### src/rtl/mem_arb_pkg.sv
// rtl/mem_arb_pkg.sv - shared types for the instruction/data memory port arbiter
//
// Purpose: state and owner encodings used by imem_dmem_arbiter.
// Ports:   none (package).
package mem_arb_pkg;

  typedef enum logic [1:0] {
    IDLE  = 2'd0,
    GRANT = 2'd1,
    RESP  = 2'd2
  } arb_state_t;

  typedef enum logic {
    OWN_I = 1'b0,
    OWN_D = 1'b1
  } arb_owner_t;

endpackage

### src/rtl/imem_dmem_arbiter.sv
// rtl/imem_dmem_arbiter.sv - shares one memsystem port between fetch (I) and memory stage (D)
//
// Purpose: grants one transaction at a time to either the fetch port or the data port,
//          holds the memsystem request stable until mem_data_valid, then returns read data
//          and a one-cycle done pulse to the owner. D has priority; I is forced after
//          STARVE_LIMIT consecutive D grants made while I was waiting.
// Ports:
//   clk, rst_n                            clock, asynchronous active-low reset
//   if_req, if_addr                       fetch read request (level) and address
//   if_rdata, if_done                     fetch read data and completion pulse
//   d_req, d_wr, d_addr, d_wdata          data request (level), direction, address, write data
//   d_rdata, d_done                       data read data and completion pulse
//   mem_en, mem_wr, mem_addr, mem_wdata   memsystem request (registered, held during GRANT)
//   mem_data_valid, mem_rdata             memsystem completion and read data
//   busy                                  high in every state except IDLE
module imem_dmem_arbiter
  import mem_arb_pkg::*;
#(
  parameter int ADDR_W       = 32,
  parameter int DATA_W       = 32,
  parameter int STARVE_LIMIT = 4
) (
  input  logic              clk,
  input  logic              rst_n,
  input  logic              if_req,
  input  logic [ADDR_W-1:0] if_addr,
  output logic [DATA_W-1:0] if_rdata,
  output logic              if_done,
  input  logic              d_req,
  input  logic              d_wr,
  input  logic [ADDR_W-1:0] d_addr,
  input  logic [DATA_W-1:0] d_wdata,
  output logic [DATA_W-1:0] d_rdata,
  output logic              d_done,
  output logic              mem_en,
  output logic              mem_wr,
  output logic [ADDR_W-1:0] mem_addr,
  output logic [DATA_W-1:0] mem_wdata,
  input  logic              mem_data_valid,
  input  logic [DATA_W-1:0] mem_rdata,
  output logic              busy
);

  localparam int CNT_W = $clog2(STARVE_LIMIT + 1);
  localparam logic [CNT_W-1:0] LIMIT = CNT_W'(STARVE_LIMIT);

  arb_state_t       state;
  arb_owner_t       owner;
  logic [CNT_W-1:0] starve_cnt;
  logic             pick_d;

  // D is the older instruction and normally wins; once I has watched LIMIT D grants
  // go by while waiting, I is forced through.
  function automatic logic select_d(input logic i_req, input logic dreq,
                                    input logic [CNT_W-1:0] cnt);
    return dreq && !(i_req && (cnt == LIMIT));
  endfunction

  assign pick_d = select_d(if_req, d_req, starve_cnt);

  always_ff @(posedge clk or negedge rst_n) begin
    if (!rst_n) begin
      state      <= IDLE;
      owner      <= OWN_I;
      starve_cnt <= '0;
      mem_en     <= 1'b0;
      mem_wr     <= 1'b0;
      mem_addr   <= '0;
      mem_wdata  <= '0;
      if_rdata   <= '0;
      d_rdata    <= '0;
      if_done    <= 1'b0;
      d_done     <= 1'b0;
      busy       <= 1'b0;
    end else begin
      // Done pulses last exactly one cycle (the RESP cycle).
      if_done <= 1'b0;
      d_done  <= 1'b0;
      case (state)
        IDLE: begin
          if (if_req || d_req) begin
            state  <= GRANT;
            mem_en <= 1'b1;
            busy   <= 1'b1;
            if (pick_d) begin
              owner     <= OWN_D;
              mem_wr    <= d_wr;
              mem_addr  <= d_addr;
              mem_wdata <= d_wdata;
              if (if_req) begin
                if (starve_cnt != LIMIT) starve_cnt <= starve_cnt + 1'b1;
              end else begin
                starve_cnt <= '0;
              end
            end else begin
              // Fetch is read-only; mem_wdata keeps its previous value.
              owner      <= OWN_I;
              mem_wr     <= 1'b0;
              mem_addr   <= if_addr;
              starve_cnt <= '0;
            end
          end
        end
        GRANT: begin
          if (mem_data_valid) begin
            state  <= RESP;
            mem_en <= 1'b0;
            if (owner == OWN_D) begin
              d_done <= 1'b1;
              // A write completion leaves the last read data in place.
              if (!mem_wr) d_rdata <= mem_rdata;
            end else begin
              if_done  <= 1'b1;
              if_rdata <= mem_rdata;
            end
          end
        end
        RESP: begin
          state <= IDLE;
          busy  <= 1'b0;
        end
        default: begin
          state  <= IDLE;
          mem_en <= 1'b0;
          busy   <= 1'b0;
        end
      endcase
    end
  end

endmodule
### config.mk
export PLATFORM = sky130hd
export DESIGN_NAME = imem_dmem_arbiter
export DESIGN_NICKNAME = d
export VERILOG_FILES = /design/src/rtl/mem_arb_pkg.sv /design/src/rtl/imem_dmem_arbiter.sv
export SDC_FILE = /design/constraint.sdc
export NUM_CORES = 1
export LEC_CHECK = 0
export CAP_MARGIN = 10
export CORE_MARGIN = 10
export CORE_UTILIZATION = 46
export CTS_CLUSTER_DIAMETER = 50
export DETAILED_ROUTE_END_ITERATION = 7
export PLACE_DENSITY = 0.83
export SYNTH_ARGS = -nofsm -noshare
export SYNTH_HDL_FRONTEND = slang
export SYNTH_SLANG_ARGS = --single-unit
### constraint.sdc
create_clock -name clk -period 3.2 [get_ports clk]
set_input_delay 0.96 -clock clk [delete_from_list [all_inputs] [get_ports clk]]
set_output_delay 0.96 -clock clk [all_outputs]
set_load 0.005 [all_outputs]
# Yosys cells after proc, flatten, opt, wreduce, memory -nomap -nowiden

Index checks and enable logic that the tools add are counted.

Bits of input ports: 134
Register bits after elaboration: 139
Logic and storage cells: 56
Output and inout bits: 133

Eq/ne operators: 7
Bitwise gates (word level): 4
Reductions and logical operators: 13
Mux-type cells: 19
Add/sub/neg operators: 1

Operators by type and width:

| operator                                      | number |
|---|---|
| two-way mux 32 bit                            | 1 |
| AND reduction 3 bit                           | 4 |
| two-way mux 1 bit                             | 10 |
| two-way mux 3 bit                             | 3 |
| AND reduction 2 bit                           | 3 |
| two-way mux 2 bit                             | 2 |
| != test 2 bit, second input constant          | 2 |
| NOT 1 bit                                     | 4 |
| one-hot mux 2 bit (2 select lines)            | 1 |
| AND reduction 4 bit                           | 1 |
| adder 3 x 1 -> 3 bit, second input constant   | 1 |
| == test 3 bit, second input constant          | 1 |
| != test 3 x 2 -> 1 bit, second input constant | 1 |
| != test 3 bit, second input constant          | 1 |
| one-hot mux 1 bit (3 select lines)            | 1 |
| == test 2 x 1 -> 1 bit, second input constant | 1 |
| == test 2 bit, second input constant          | 1 |
| logical AND 1 bit                             | 2 |
| zero test 2 bit                               | 1 |
| one-hot mux 1 bit (2 select lines)            | 1 |
| zero test 1 bit                               | 1 |
| logical OR 1 bit                              | 1 |

# Logic depth before layout (Yosys ltp)

Gate-level depths: netlist of the first run.

Depth in word-level cells: 6
Gate-level depth with buffers: 7
Mapped depth without buffers: 5

# Worst setup path before layout of the first run

Ideal clock, no wire load.

Path kind: input to register
Start: input port d_req
End: register mem_en
Cell stages on the path: 7
Path buffers: 4
Data required time: 3081 ps
Path slack: 1100 ps
Arrival: 1981 ps
Library setup time: 119 ps
Path through: buf_6 or2_1 buf_6 and2_4 buf_6 buf_6 o21a_1

Word-level cells in the longest chain between the ends: 3

RTL lines:

| item                                 | RTL line                 | text |
|---|---|---|
| from (decl)                          | imem_dmem_arbiter.sv:29  | `input logic d_req,` |
| logical OR 1 bit                     | imem_dmem_arbiter.sv:81  | `if (if_req \|\| d_req) begin` |
| != test 2 bit (no source line)       | -                        |  |
| AND reduction 3 bit (no source line) | -                        |  |
| to (signal assigned)                 | imem_dmem_arbiter.sv:83  | `mem_en <= 1'b1;` |
| to (signal assigned)                 | imem_dmem_arbiter.sv:107 | `mem_en <= 1'b0;` |
| to (signal assigned)                 | imem_dmem_arbiter.sv:124 | `mem_en <= 1'b0;` |
| to (decl)                            | imem_dmem_arbiter.sv:35  | `output logic mem_en,` |

No other way between the ends.
A chain may end at the register's enable or synchronous reset.

# Worst setup path after layout of the first run

Start: register mem_wr
End: output port mem_wr

RTL lines:

| item                   | RTL line                | text |
|---|---|---|
| from (decl)            | imem_dmem_arbiter.sv:36 | `output logic mem_wr,` |
| from (signal assigned) | imem_dmem_arbiter.sv:87 | `mem_wr <= d_wr;` |

No word-level cell between the ends.

==> results.py, run 1 <==
metrics = {
    "power": {
        "pwr-share-comb_pct": 46.6,
        "power.total_w": 0.00951,
        "p_switching_w": 0.00288,
        "seqPwrFrac_pct": 34.0,
        "internal_power_w": 0.00663,
        "ir_drop_mv": 0.451,
        "power_leakage_nw": 4.08,
        "clock_power_share_pct": 19.4,
        "power-per-cell-area_mw_per_mm2": 990,
        "switching_share_pct": 30.3,
    },
    "final_layout": {
        "drive_above_1_share_pct": 22.9,
        "design_area_mm2": 0.00960,
        "final_cells": 883,
        "post-route-util_pct": 72.2,
        "antennaDiodeCount": 0,
        "syn_to_final_growth_pct": 53.3,
        "final_nets": 830,
    },
    "setup_path": {
        "worst_path_dominant_cell_family": "buffers and inverters",
        "path_buf_inv": 1,
        "startpoint": "mem_wr",
        "end_kind": "primary output",
        "cpMaxStageDelayCell": "clkdlybuf4s50_1",
        "path_cells": "clkdlybuf4s50_1",
        "r2r_start": "state[1]",
        "critPathLaunchType": "flip-flop",
        "critPathKind": "reg -> out",
        "critPathRequiredTime_ps": 2240,
        "slowest_delay_ps": 590,
        "crit_arrival_ps": 1410,
        "crit_fanout": 3,
    },
    "global_routing": {
        "grt.overflow.total": 0,
        "grt_max_degree": 68,
        "grt_pass1_vias": 5096,
        "antenna_found_initial": 0,
        "grt_pass1_wl_mm": 30.5,
        "grt_use_total_pct": 21.4,
    },
    "status": {
        "outcome": "finished, final reports clean",
    },
    "yosys": {
        "synthFlopType": "dfrtp_1",
        "synth_compound_area_share_pct": 8.23,
        "yosysUniqueCellTypes": 33,
        "syn-num-nets": 570,
        "async_flop_share_pct": 100,
        "synth_edf_count": 0,
        "ys_ff_latch": 139,
        "yosys.area_share.simple_pct": 7.59,
        "synth_seq_area_share_pct": 55.5,
        "synth_mux_area_share_pct": 21.9,
        "syn_area_mm2": 0.00627,
        "ys_warn_count": 0,
        "syn_area_per_cell_um2": 14.4,
        "synthCells": 434,
        "synth-xor-area-share_pct": 0,
        "synth_fa_ha_area_share_pct": 0.399,
        "synth_top_family_by_area": "multiplexers",
    },
    "cts": {
        "clk_pin_slew_ps": 50,
        "cts_buffers": 17,
        "cts_tree": "built",
        "ctsResizeCount": 0,
        "postCtsHoldBufs": 0,
        "clk_path_buf_depth": 2,
        "post_cts_buffers": 0,
        "cts_num_sinks": 139,
        "cts-root-buf": "clkbuf_16",
        "htreeDepth": 4,
        "insertion_delay_ps": 410,
    },
    "timing": {
        "fin_tns_setup_ps": 0,
        "slew_headroom_pct": 58.6,
        "setup_viol_count_final": 0,
        "tightest_slew_ps": 621,
        "finalHoldViolCount": 0,
        "rsz0062_at_grt": "false",
        "skew_ps": 11.2,
        "max_freq_ghz": 0.422,
        "finalCriticalPeriod_ps": 2370,
        "min_period_over_period_pct": 74.1,
        "final-max-slew-violation-count": 0,
    },
    "floorplanning": {
        "ios": 267,
        "start_util_pct": 47.1,
        "chipWidth_um": 137,
        "die-area_mm2": 0.0187,
        "dieHeight_um": 137,
        "core_mm2": 0.0133,
        "rows": 42,
    },
    "place": {
        "gp_congestion": 0.819,
        "dp_cells": 851,
        "placed_area_mm2": 0.00905,
        "portBuffers": 266,
        "hpwl_mm": 14.6,
    },
    "routing": {
        "vias": 4657,
        "drcViolationCount": 0,
        "drt_first_pass_iters": 5,
        "post_drt_wl_per_cell_um": 22.5,
        "viasPerCell": 5.27,
        "ant_nets": 0,
        "drt-total-wl_mm": 19.9,
        "drt_iter0_markers": 245,
    },
    "run": {
        "drv_cap": 0,
    },
    "hold_path": {
        "hp-class": "reg -> reg",
        "worstHoldStart": "mem_en",
    },
}
layout by cell type (no fill, tap or decap), types with 3 or more instances in the layout:
cell type        instances
inv_1                   35
nand4_1                 32
nand2_1                  3
o221ai_2                27
mux2_4                  78
dfrtp_1                139
mux2_1                   9
clkbuf_8                 3
o21ai_0                  3
o221ai_1                 5
clkbuf_16               17
mux2_2                   9
buf_12                   4
nand3_1                 34
clkbuf_1                 5
clkinv_2                 4
clkdlybuf4s50_1        265
buf_4                    9
sequential cells by signal, indices dropped and copies added, names as in the netlist, 2 cells and up:
register / count
mem_wdata: 32
d_rdata: 32
mem_addr: 32
if_rdata: 32
state: 2
starve_cnt: 3
metal layers:
| metal | global-route usage (%) | wire length, um | vias up | share of wire (%) |
|---|---|---|---|---|
| li1 | - | - | 2087 | - |
| met1 | 25.8 | 7890 | 2321 | 40 |
| met2 | 34.0 | 9660 | 231 | 49 |
| met3 | 9.09 | 2110 | 18 | 11 |
| met4 | 6.80 | 248 | 0 | 1.2 |
| met5 | 0 | 0 | - | 0 |
cell families (layout without fill, tap and decap cells):
logic type	count (synthesis)	count (layout)
flops	139	139
mux	96	96
simple gates	82	82
buf+inv	73	346
compound gates	42	42
fa+ha+maj	2	2
worst paths after layout:
| check | to | slack [ps] | depth (start not counted) |
|---|---|---|---|
| worst max-delay path | mem_wr | 830 | 1 |
| worst min-delay path | mem_en | 490 | 1 |
| worst max register to register | d_rdata[10] | 1430 | 4 |
| worst min register to register | mem_en | 490 | 1 |
| max in group asynchronous | starve_cnt[2] | 1970 | 2 |
| min in group asynchronous | mem_wdata[16] | 530 | 1 |
synthesized netlist by cell type (2+ instances only):
master	instances	area (um^2)
mux2_1	9	101
buf_6	15	169
nand2_1	3	11.3
o22ai_1	2	12.5
dfrtp_1	139	3480
nand3_1	34	170
mux2_2	9	101
inv_1	35	131
o221ai_2	27	405
nand4_1	32	200
mux2_4	78	1170
clkbuf_1	15	56.3
buf_2	6	30.0
o221ai_1	5	43.8
ha_1	2	25.0
nor2b_1	4	25.0
o21ai_0	3	15.0
power by group through the flow:
stage                     sequential, W  combinational [W]  clock (W)
after global routing            0.00332            0.00474    0.00197
after floorplan                 0.00318            0.00207          0
after global placement          0.00315            0.00436          0
final                           0.00323            0.00443    0.00185
after CTS                       0.00322            0.00452    0.00188
after detailed placement        0.00323            0.00446          0
stage by stage:
| step | setup WS (ps) | hold slack [ps] |
|---|---|---|
| 2_1_floorplan | 1100 | 465 |
| 4_1_cts | 802 | 494 |
| 6_report | 829 | 489 |
| 3_5_place_dp | 459 | 486 |
| 3_3_place_gp | 510 | 471 |
| 5_1_grt | 743 | 497 |
final cells by class:
type / count / area, um^2
Clock buffer: 25 / 485
Clock inverter: 7 / 65.1
Fill cell: 880 / 3690
Inverter: 35 / 131
Multi-Input combinational cell: 222 / 2410
Sequential cell: 139 / 3480
Tap cell: 176 / 220
Timing Repair Buffer: 279 / 2810
No activity file was read; power rests on OpenSTA's default activity.
==> run 2, diff against run 1 <==
--- a/config.mk
+++ b/config.mk
@@ -7,10 +7,10 @@
 export LEC_CHECK = 0
 export CAP_MARGIN = 10
 export CORE_MARGIN = 10
-export CORE_UTILIZATION = 46
+export CORE_UTILIZATION = 43
 export CTS_CLUSTER_DIAMETER = 50
 export DETAILED_ROUTE_END_ITERATION = 7
-export PLACE_DENSITY = 0.83
+export PLACE_DENSITY = 0.78
 export SYNTH_ARGS = -nofsm -noshare
 export SYNTH_HDL_FRONTEND = slang
 export SYNTH_SLANG_ARGS = --single-unit
==> constraint.sdc (replaced) <==
create_clock -name clk -period 2.5 [get_ports clk]
set_input_delay 0.75 -clock clk [delete_from_list [all_inputs] [get_ports clk]]
set_output_delay 0.75 -clock clk [all_outputs]
set_load 0.005 [all_outputs]
==> run 2 against run 1 <==
Combinational power grew 28%. Worst hold slack lost 250 ps. Die area grew 5.9%. First-iteration DRC count shrank 13%. Global-route usage shrank 2.7 points. Power grew 30%.
==> results.py, run 2 (same netlist as run 1, synthesis figures left out) <==
metrics = {
    "status": {
        "outcome": "finished, final reports clean",
    },
    "power": {
        "switching_share_pct": 29.3,
        "power-per-cell-area_mw_per_mm2": 1270,
        "pwr-share-comb_pct": 45.9,
        "seqPwrFrac_pct": 33.2,
        "power_leakage_nw": 4.12,
        "ir_drop_mv": 0.589,
        "clock_power_share_pct": 20.9,
        "internal_power_w": 0.00871,
        "p_switching_w": 0.00361,
    },
    "cts": {
        "cts-root-buf": "clkbuf_16",
        "cts_tree": "built",
        "clk_pin_slew_ps": 60,
        "htreeDepth": 4,
        "clk_path_buf_depth": 2,
        "post_cts_buffers": 0,
        "ctsResizeCount": 0,
        "cts_buffers": 17,
        "insertion_delay_ps": 420,
        "cts_num_sinks": 139,
        "postCtsHoldBufs": 0,
    },
    "routing": {
        "post_drt_wl_per_cell_um": 20.9,
        "vias": 4651,
        "drt-total-wl_mm": 18.6,
        "ant_nets": 0,
        "drcViolationCount": 0,
        "drt_first_pass_iters": 4,
        "drt_iter0_markers": 213,
        "viasPerCell": 5.21,
    },
    "floorplanning": {
        "core_mm2": 0.0144,
        "ios": 267,
        "rows": 44,
        "start_util_pct": 43.4,
        "dieHeight_um": 141,
        "die-area_mm2": 0.0198,
        "chipWidth_um": 141,
    },
    "setup_path": {
        "critPathKind": "reg -> out",
        "critPathRequiredTime_ps": 1750,
        "crit_fanout": 3,
        "path_buf_inv": 1,
        "worst_path_dominant_cell_family": "buffers and inverters",
        "critPathLaunchType": "flip-flop",
        "reg2reg_slack_ps": 690,
        "r2r_cells": 7,
        "cpMaxStageDelayCell": "clkdlybuf4s50_1",
        "r2r_start": "starve_cnt[0]",
        "rr_endpoint": "mem_addr[3]",
        "end_kind": "primary output",
        "path_cells": "clkdlybuf4s50_1",
        "crit_arrival_ps": 1390,
        "slowest_delay_ps": 570,
    },
    "timing": {
        "setup_viol_count_final": 0,
        "fin_tns_setup_ps": 0,
        "tightest_slew_ps": 568,
        "finalHoldViolCount": 0,
        "min_period_over_period_pct": 85.5,
        "slew_headroom_pct": 62.1,
        "skew_ps": 10.6,
        "whs_ps": 243,
        "max_freq_ghz": 0.468,
        "final-max-slew-violation-count": 0,
        "rsz0062_at_grt": "false",
        "finalCriticalPeriod_ps": 2140,
    },
    "run": {
        "drv_cap": 0,
    },
    "global_routing": {
        "grt_pass1_vias": 5221,
        "grt_max_degree": 51,
        "grt_pass1_wl_mm": 29.7,
        "grt_use_total_pct": 18.7,
        "grt.overflow.total": 0,
        "antenna_found_initial": 0,
    },
    "final_layout": {
        "antennaDiodeCount": 0,
        "final_nets": 834,
        "layout_common_cells": "clkdlybuf4s50_1 (265), dfrtp_1 (139), mux2_4 (78)",
        "syn_to_final_growth_pct": 55.0,
        "drive_above_1_share_pct": 23.6,
        "num-fill-cells": 1018,
        "final_common_cell": "clkdlybuf4s50_1",
    },
    "place": {
        "gp_congestion": 0.844,
        "portBuffers": 266,
        "hpwl_mm": 14.0,
    },
    "hold_path": {
        "hp-class": "in -> async",
    },
}
run 2: changes by cell type in the layout (fill, tap and decap cells not counted), sizes merged:
| cell | previous run | this run |
|---|---|---|
| buf | 14 | 18 |
| bufinv | 1 | 3 |
| clkbuf | 25 | 21 |
| clkinv | 4 | 1 |
| clkinvlp | 2 | 4 |
| inv | 35 | 36 |
run 2: through the flow:
step	util, %	area (um^2)	cells	power [W]	worst slack, ps
floorplan	-	6270	434	0.00672	610
global placement	63.1	9100	863	0.00963	91.7
detailed placement	63.1	9100	863	0.00981	11.2
CTS	67.3	9710	893	0.0125	324
global route	67.3	9710	893	0.0130	315
finish	67.3	9710	893	0.0123	362
run 2: layer usage:
metal	global-route usage [%]	wire, um	vias to the layer above
met2	29.4	8920	222
met5	0	0	-
met4	6.41	337	0
met1	22.3	7570	2318
met3	8.60	1800	23
li1	-	-	2088
run 2: layout make-up:
class,instances,area [um^2],area share [%]
inverter,35,131,1.35
multi-input combinational,222,2410,24.8
sequential,139,3480,35.8
tap,184,230,2.37
clock buffer,21,470,4.84
clock inverter,9,138,1.42
timing repair buffer,283,2850,29.4
run 2: worst max-delay path by stage:
stage	startpoint	endpoint	slack [ps]	cells past startpoint
floorplan	d_req	mem_en	610	7
global placement	if_req	mem_addr[1]	90	6
detailed placement	if_req	mem_addr[31]	10	6
CTS	mem_wr	mem_wr	320	1
global route	mem_wr	mem_wr	320	1
finish	mem_wr	mem_wr	360	1
run 2: power groups by stage:
| stage | clock [W] | combinational, W | sequential, W |
|---|---|---|---|
| after global routing | 0.00273 | 0.00607 | 0.00423 |
| after floorplan | 0 | 0.00265 | 0.00407 |
| after global placement | 0 | 0.00557 | 0.00406 |
| after CTS | 0.00262 | 0.00575 | 0.00410 |
| after detailed placement | 0 | 0.00571 | 0.00410 |
| final | 0.00258 | 0.00565 | 0.00409 |
==> run 3, diff against run 2 <==
--- a/config.mk
+++ b/config.mk
@@ -7,10 +7,10 @@
 export LEC_CHECK = 0
 export CAP_MARGIN = 10
 export CORE_MARGIN = 10
-export CORE_UTILIZATION = 43
+export CORE_UTILIZATION = 46
 export CTS_CLUSTER_DIAMETER = 50
 export DETAILED_ROUTE_END_ITERATION = 7
-export PLACE_DENSITY = 0.78
+export PLACE_DENSITY = 0.83
 export SYNTH_ARGS = -nofsm -noshare
 export SYNTH_HDL_FRONTEND = slang
 export SYNTH_SLANG_ARGS = --single-unit
==> constraint.sdc (replaced) <==
create_clock -name clk -period 2.66 [get_ports clk]
set_input_delay 0.798 -clock clk [delete_from_list [all_inputs] [get_ports clk]]
set_output_delay 0.798 -clock clk [all_outputs]
set_load 0.005 [all_outputs]
==> run 3 against run 2 <==
Design area is 0.67% lower. Sequential power is 6.1% lower. Via count fell by 0.24%. First-iteration DRC count up 0.47%. Cell count decreased by 1.1%. Critical path type unchanged. Global-route usage rose by 1.8 points. Die area is 5.6% lower. Largest cell class unchanged. Highest routed layer is now met5. Power fell by 7.1%.
==> results.py, run 3 (same netlist as run 1, synthesis figures left out) <==
metrics = {
    "timing": {
        "whs_ps": 244,
        "slew_headroom_pct": 62.7,
        "final-max-slew-violation-count": 0,
        "skew_ps": 9.10,
        "min_period_over_period_pct": 82.2,
        "max_freq_ghz": 0.457,
        "tightest_slew_ps": 560,
        "finalHoldViolCount": 0,
        "fin_tns_setup_ps": 0,
        "finalCriticalPeriod_ps": 2190,
        "rsz0062_at_grt": "false",
        "setup_viol_count_final": 0,
    },
    "cts": {
        "postCtsHoldBufs": 0,
        "cts_buffers": 17,
        "clk_path_buf_depth": 2,
        "clk_pin_slew_ps": 50,
        "cts_num_sinks": 139,
        "cts-root-buf": "clkbuf_16",
        "post_cts_buffers": 0,
        "cts_tree": "built",
        "ctsResizeCount": 0,
        "insertion_delay_ps": 410,
        "htreeDepth": 4,
    },
    "routing": {
        "drcViolationCount": 0,
        "viasPerCell": 5.25,
        "top_layer": "met5",
        "dr_wl_met3_mm": 2.10,
        "drt_first_pass_iters": 4,
        "drt_iter0_markers": 214,
        "wl_met2_mm": 9.36,
        "ant_nets": 0,
        "drt-total-wl_mm": 19.6,
        "post_drt_wl_per_cell_um": 22.2,
        "m1WireLength_mm": 7.82,
        "vias": 4640,
    },
    "final_layout": {
        "drive_above_1_share_pct": 23.3,
        "final_nets": 832,
        "multi_input_area_mm2": 0.00241,
        "num-fill-cells": 904,
        "regArea_mm2": 0.00348,
        "final_common_cell": "clkdlybuf4s50_1",
        "syn_to_final_growth_pct": 54.0,
        "antennaDiodeCount": 0,
        "layout_common_cells": "clkdlybuf4s50_1 (265), dfrtp_1 (139), mux2_4 (78)",
    },
    "global_routing": {
        "grt.overflow.total": 0,
        "grt_max_degree": 63,
        "antenna_found_initial": 1,
        "grt_use_total_pct": 20.6,
        "grt_pass1_vias": 4992,
        "grt_pass1_wl_mm": 29.4,
    },
    "setup_path": {
        "critPathKind": "reg -> out",
        "cp.depth": 1,
        "crit_fanout": 3,
        "end_kind": "primary output",
        "crit_arrival_ps": 1390,
        "path_cells": "clkdlybuf4s50_1",
        "critPathRequiredTime_ps": 1860,
        "slowest_delay_ps": 570,
        "r2r_cells": 4,
        "critPathLaunchType": "flip-flop",
        "cpMaxStageDelayCell": "clkdlybuf4s50_1",
        "path_buf_inv": 1,
        "worst_path_dominant_cell_family": "buffers and inverters",
    },
    "hold_path": {
        "hp-class": "in -> async",
    },
    "floorplanning": {
        "rows": 42,
        "start_util_pct": 47.1,
        "chipWidth_um": 137,
        "core_mm2": 0.0133,
        "die-area_mm2": 0.0187,
        "ios": 267,
        "dieHeight_um": 137,
    },
    "run": {
        "drv_cap": 0,
    },
    "status": {
        "outcome": "finished, final reports clean",
    },
    "place": {
        "gp_congestion": 0.850,
        "portBuffers": 266,
        "hpwl_mm": 14.7,
    },
    "power": {
        "power_leakage_nw": 4.11,
        "power-per-cell-area_mw_per_mm2": 1190,
        "ir_drop_mv": 0.513,
    },
}
run 3: cell types whose count changed in the layout (fill, tap and decap cells not counted), sizes merged:
| cell | previous run | this run |
|---|---|---|
| clkinv | 1 | 5 |
| bufinv | 3 | 1 |
| clkbuf | 21 | 23 |
| inv | 36 | 35 |
| buf | 18 | 16 |
| clkinvlp | 4 | 1 |
run 3: path summary, 6_finish.rpt:
kind	start	slack, ps	to
setup / recovery	mem_wr	470	mem_wr
setup reg to reg	state[0]	750	mem_wr
hold reg to reg	if_rdata[24]	490	if_rdata[24]
hold / removal	rst_n	240	mem_wdata[13]
min in group clk	if_rdata[24]	490	if_rdata[24]
max in group asynchronous	rst_n	1810	busy
run 3: layer usage:
layer,vias up,global-route usage (%)
met5,-,0
met3,26,9.02
li1,2094,-
met2,230,33.3
met4,2,7.04
met1,2288,23.9
run 3: power breakdown:
| part | total, W | switching, W | leakage [nW] | internal [W] |
|---|---|---|---|---|
| Clock | 0.00223 | 0.000861 | 0.275 | 0.00137 |
| Combinational | 0.00538 | 0.00192 | 2.17 | 0.00346 |
| Sequential | 0.00384 | 0.000653 | 1.67 | 0.00319 |
run 3: metrics by stage:
stage	util (%)	power, W	instance area [um^2]	setup slack (ps)	instances
3_5_place_dp	68.4	0.00927	9090	107	853
2_1_floorplan	-	0.00632	6270	722	434
6_report	72.6	0.0114	9650	474	883
4_1_cts	72.6	0.0116	9650	443	883
5_1_grt	72.6	0.0120	9650	405	883
3_3_place_gp	68.4	0.00907	9090	129	853
run 3: layout make-up:
cell class	count	area share (%)
Clock inverter	7	0.687
Timing Repair Buffer	281	29.6
Clock buffer	23	5.06
Inverter	35	1.36
Multi-Input combinational cell	222	25.0
Sequential cell	139	36.1
Tap cell	176	2.28
